$ cat src/rtl/restoring_divider.sv
// Sequential unsigned restoring divider: one quotient bit per clock behind a
// start/busy/done handshake; divide-by-zero short-circuits straight to DONE.
module restoring_divider #(
  parameter int WIDTH = 4
) (
  input  logic             clk,
  input  logic             rst_n,
  input  logic             start,
  input  logic [WIDTH-1:0] dividend,
  input  logic [WIDTH-1:0] divisor,
  output logic             busy,
  output logic             done,
  output logic [WIDTH-1:0] quotient,
  output logic [WIDTH-1:0] remainder,
  output logic             div_by_zero
);
  localparam int CW = $clog2(WIDTH + 1);

  typedef enum logic [1:0] {IDLE, CALC, DONE} state_t;

  state_t           state, nstate;
  logic [WIDTH-1:0] d_r, q_r, r_r;
  logic [CW-1:0]    cnt;
  logic [WIDTH-1:0] r_sh, r_nxt, q_nxt;
  logic [WIDTH:0]   t;
  logic             last;

  // One shift-subtract step: the borrow bit of t decides restore vs. keep.
  assign r_sh  = {r_r[WIDTH-2:0], q_r[WIDTH-1]};
  assign t     = {1'b0, r_sh} - {1'b0, d_r};
  assign r_nxt = t[WIDTH] ? r_sh : t[WIDTH-1:0];
  assign q_nxt = {q_r[WIDTH-2:0], ~t[WIDTH]};
  assign last  = (cnt == CW'(WIDTH - 1));

  assign busy = (state == CALC);
  assign done = (state == DONE);

  always_ff @(posedge clk or negedge rst_n) begin
    if (!rst_n) state <= IDLE;
    else        state <= nstate;
  end

  always_comb begin
    nstate = state;
    case (state)
      IDLE:    if (start) nstate = (divisor == '0) ? DONE : CALC;
      CALC:    if (last) nstate = DONE;
      DONE:    nstate = IDLE;
      default: nstate = IDLE;
    endcase
  end

  always_ff @(posedge clk or negedge rst_n) begin
    if (!rst_n) begin
      d_r         <= '0;
      q_r         <= '0;
      r_r         <= '0;
      cnt         <= '0;
      quotient    <= '0;
      remainder   <= '0;
      div_by_zero <= 1'b0;
    end else begin
      case (state)
        IDLE: if (start) begin
          d_r <= divisor;
          q_r <= dividend;
          r_r <= '0;
          cnt <= '0;
          // Zero divisor: results load now, no iterations are run.
          if (divisor == '0) begin
            quotient    <= '1;
            remainder   <= dividend;
            div_by_zero <= 1'b1;
          end
        end
        CALC: begin
          r_r <= r_nxt;
          q_r <= q_nxt;
          cnt <= cnt + CW'(1);
          if (last) begin
            quotient    <= q_nxt;
            remainder   <= r_nxt;
            div_by_zero <= 1'b0;
          end
        end
        default: ;
      endcase
    end
  end
endmodule

$ cat config.mk
export PLATFORM = sky130hd
export DESIGN_NAME = restoring_divider
export DESIGN_NICKNAME = d
export VERILOG_FILES = /design/src/rtl/restoring_divider.sv
export SDC_FILE = /design/constraint.sdc
export NUM_CORES = 1
export LEC_CHECK = 0
export ABC_AREA = 1
export CORE_MARGIN = 8
export CORE_UTILIZATION = 51
export DETAILED_ROUTE_END_ITERATION = 8
export GPL_TIMING_DRIVEN = 0
export HOLD_SLACK_MARGIN = 0.03
export PLACE_DENSITY_LB_ADDON = 0.05
export RECOVER_POWER = 25
export SLEW_MARGIN = 0
export SYNTH_ARGS = -nofsm -noshare
export SYNTH_HDL_FRONTEND = slang
export SYNTH_SLANG_ARGS = --single-unit
$ cat constraint.sdc
create_clock -name clk -period 2 [get_ports clk]
set_input_delay 0.6 -clock clk [delete_from_list [all_inputs] [get_ports clk]]
set_output_delay 0.6 -clock clk [all_outputs]
set_load 0.1 [all_outputs]
Word-level counts from Yosys, hierarchy flattened
Cells that the tools add are included.
- input bits: 11
- word-level logic and storage cells: 47
- output and inout port bits: 11
- register bits after elaboration: 25
- $add $sub $neg: 2
- muxes and demuxes: 23
- bitwise gates (word level): 1
- reduce and logical (&&, ||, !) cells: 7
- eq/ne operators: 6
- operators by type and width (kind ; number):
    $mux W4 ; 8
    $pmux W4 S2 ; 3
    $pmux W3 S2 ; 2
    $mux W2 ; 3
    $mux W3 ; 2
    $reduce_and A2 Y1 ; 3
    $sub A4 B4 Y5 ; 1
    $logic_not A4 Y1 ; 1
    $ne A2 B2 Y1 const B ; 2
    $pmux W2 S2 ; 1
    $reduce_and A4 Y1 ; 1
    $add A3 B1 Y3 const B ; 1
    $eq A3 B2 Y1 const B ; 1
    $mux W1 ; 3
    $eq A2 B1 Y1 const B ; 1
    $eq A2 B2 Y1 const B ; 1
    $logic_not A2 Y1 ; 1
    $ne A2 B1 Y1 const B ; 1
    $pmux W1 S2 ; 1
    $reduce_bool A2 Y1 ; 1
    $not A1 Y1 ; 1

Longest topological paths before layout
- depth in word-level cells: 4
- mapped depth: 10

Worst setup path after synthesis
Ideal clock, no wire load.
- path kind: register to output
- start: register state[1]
- end: output done
- setup slack: -0.315 ns
- required time: 1.400 ns
- data arrival time: 1.715 ns
- stages on the path, launching flop included: 3
- path buffers: 0
- cell sequence: dfrtp_1 > clkinv_1 > nor2_1
- longest elaborated chain between the ends: 1
- RTL lines (element ; RTL line ; source):
    start, declared ; 21 ; state_t state, nstate;
    start signal, assigned ; 40 ; else state <= nstate;
    $eq A2 B2 Y1 ; 36 ; assign done = (state == DONE);
    end, declared ; 12 ; output logic done,
Every way passes these cells.

Worst setup path in the final report
- start: register state[1]
- end: output busy
- longest elaborated chain between the ends: 1
- RTL lines (element ; RTL line ; source):
    $eq A2 B1 Y1 ; 35 ; assign busy = (state == CALC);
    end, declared ; 11 ; output logic busy,
Every way passes these cells.

==> impl_metrics.csv <==
group,metric,value,unit
sta,tightest_slew,1100,ps
synth,synth_edf_count,0,
sta,rsz0062_at_grt,"false",
die,start_util,0.532,
route,drc,0,
sta,slew_headroom,0.265,
sta,timing.final.ws_setup,90.3,ps
worst_setup_path,rr_endpoint,"remainder[1]",
worst_setup_path,cpPeakStageDelay,390,ps
cts,root_buffer,"clkbuf_4",
synth,ys_ff_latch,25,
layout,antenna_cells,0,
global_routing,grt_pass1_vias,1076,
die,die_h,66.4,µm
hold_path,holdPathStages,1,
synth,yosys.area.top_type,"dfrtp_1",
route,drt_iter0_drc,24,
synth,synth_fa_ha_area_frac,0.0735,
place,dp_hpwl,2.06,mm
cts,cts_buffer_depth,2,
synth,synth_top_family_by_area,"simple AND/OR/NAND/NOR gates",
global_routing,grt_start_max_net_pins,26,
cts,post_cts_buffers,0,
synth,async_reset_ff_frac,1.00,
global_routing,grtUsageTotal,0.140,
worst_setup_path,reg2reg_slack,100,ps
synth,syn_inst,148,
die,io_pins,22,
layout,layout-drive-gt1-share,0.179,
worst_setup_path,path_class,"reg2out",
run_status,run_status,"complete, no violations",
synth,avgSynthCellArea,8.74,µm²
hold_path,min_to,"cnt[0]",
global_routing,antenna_found_initial,0,
route,drt-pass1-iter-count,4,
synth,synth_compound_gate_area_share,0.113,
global_routing,grt_overflow,0,
route,wl,2.81,mm
cts,cts_tree,"done",
worst_setup_path,cp_slowest_cell,"dfrtp_1",
synth,synth.area.top_cells,"dfrtp_1, nand2_1, nor2_1",
worst_setup_path,cp-start-kind,"flop",
synth,ys_warn_count,0,
synth,syn-num-nets,166,
place,port_buffers,21,
global_routing,busiest_layer,"met2",
cts,hold_buffers,0,
route,final_antenna_net_count,0,
sta,fin_crit,1910,ps
cts,clk_pin_slew,130,ps
place,place_area,1540,µm²
flow_run,maxCapViolCount,0,
synth,synth-seq-area-share,0.484,
worst_setup_path,reg2reg_from,"q_r[3]",
sta,skew,0.989,ps
sta,finalSetupViolCount,0,
global_routing,met1_usage,0.168,
synth,synth.distinct_cells,27,
synth,yosys.area_share.xor_xnor,0.00677,
hold_path,hold_class,"reg2reg",
worst_setup_path,rr_worst_depth,10,
sta,drv_slew,0,
worst_setup_path,crit_chain,"clkinv_1, nand2_2, inv_4, buf_8",
sta,fin_crit_sh,0.955,
synth,syn_area,1290,µm²
cts,cts_max_level,1,
route,routedWlPerCell,13.8,µm
synth,synth.area.mux_share,0.00870,
worst_setup_path,arrival,1310,ps
synth,synth_ff_type,"dfrtp_1",
layout,nFillCells,218,
global_routing,use_met3,0.0390,
global_routing,grt_pass1_wl,4.83,mm
synth,synth_top_area_share,0.484,
worst_setup_path,worstPathMaxFanout,10,
worst_setup_path,critPathRequiredTime,1400,ps
place,dpl_worst_slack,-512,ps
hold_path,worstHoldStart,"cnt[0]",
worst_setup_path,cp-end-kind,"primary output",
sta,fmax,0.524,GHz
place,gp_congestion,0.783,
cts,clk_latency,310,ps
die,fp.dieW,66.4,µm
layout,syn2layout_area_growth,22.5,%
cts,clock-sinks,25,
die,placementRows,18,
route,vias_per_cell,5.25,
sta,final-hold-violation-count,0,
die,die-area,4400,µm²
global_routing,met2_usage,0.232,
synth,yosys.area_share.simple,0.250,
cts,cts_buffers,3,
route,dr_total_vias,1066,
layout,final_util,0.652,
sta,hold_ws,484,ps
layout,final_area,1590,µm²
layout,nets,192,
die,core_area,2430,µm²
## synthesized netlist by cell type (2+ instances only)
master	number
nand2_1	30
nor2_1	26
o211ai_1	3
nand3b_1	2
nand2_2	4
ha_1	6
dfrtp_1	25
o21ai_0	4
a31oi_1	2
nand3_1	9
inv_1	13
a21oi_1	7
inv_2	3
## cells in the final DEF, fill, tap and decap left out, types with 2 or more instances in the layout
master / instances
nand2_1: 32
dfrtp_1: 24
nor2_1: 23
inv_1: 13
nand3_1: 9
clkdlybuf4s50_1: 9
clkdlybuf4s15_2: 9
a21oi_1: 7
ha_1: 6
o21ai_0: 4
clkbuf_4: 4
nand2_2: 3
nor2_2: 3
o211ai_1: 3
inv_2: 2
a31oi_1: 2
nand3b_1: 2
## per-layer routing
metal / vias up / part of all wire
met5: - / 0
met4: 0 / 0.013
met3: 6 / 0.056
met2: 25 / 0.49
met1: 505 / 0.44
li1: 530 / -
## worst max-delay path: cells and delay by family, from the launching register on
| kind | cells | cell delay (ps) |
|---|---|---|
| flops | 1 | 390 |
| simple gates | 1 | 130 |
| buf+inv | 3 | 470 |
## how the worst max path moves through the flow
stage	to	depth (start not counted)	slack (ps)	startpoint
final	busy	4	90	state[1]
after global routing	remainder[1]	10	0.2	q_r[3]
after CTS	busy	4	9	state[1]
after floorplan	done	2	140	state[1]
after global placement	busy	4	-510	state[1]
after detailed placement	busy	4	-510	state[1]
## state kept, by name, indices dropped and copies added, names as in the netlist
| signal | flops |
|---|---|
| q_r | 4 |
| d_r | 4 |
| r_r | 3 |
| div_by_zero | 1 |
| remainder | 4 |
| state | 2 |
| quotient | 4 |
| cnt | 3 |
## area by class of cell
type	instances	area, µm²	area share
Inverter	17	66.3	0.0418
Tap cell	30	37.5	0.0237
Sequential cell	25	627	0.395
Multi-Input combinational cell	104	586	0.369
Clock buffer	4	26.3	0.0166
Timing Repair Buffer	21	224	0.141
Buffer	2	18.8	0.0118
## stage by stage
step                cells  setup TNS [ps]
floorplan             148               0
global placement      199           -1430
detailed placement    199           -1480
CTS                   203               0
global route          203               0
finish                203               0
## repair_timing
item | CTS | global route
cloned | 0 | 0
pin swaps | 0 | 2
resized for setup | 40 | 6
setup endpoints to repair | 15 | 7
## cells by family (layout without fill, tap and decap cells)
logic type,Yosys count,in the layout
compound gates,22,22
xor+xnor,1,1
fa+ha+maj,7,7
buf+inv,19,44
flops,25,25
mux,1,1
simple gates,73,73
Power is left out: the tool's default activity adds up to more than one toggle a clock period on the data nets, which glitch-free logic cannot reach.
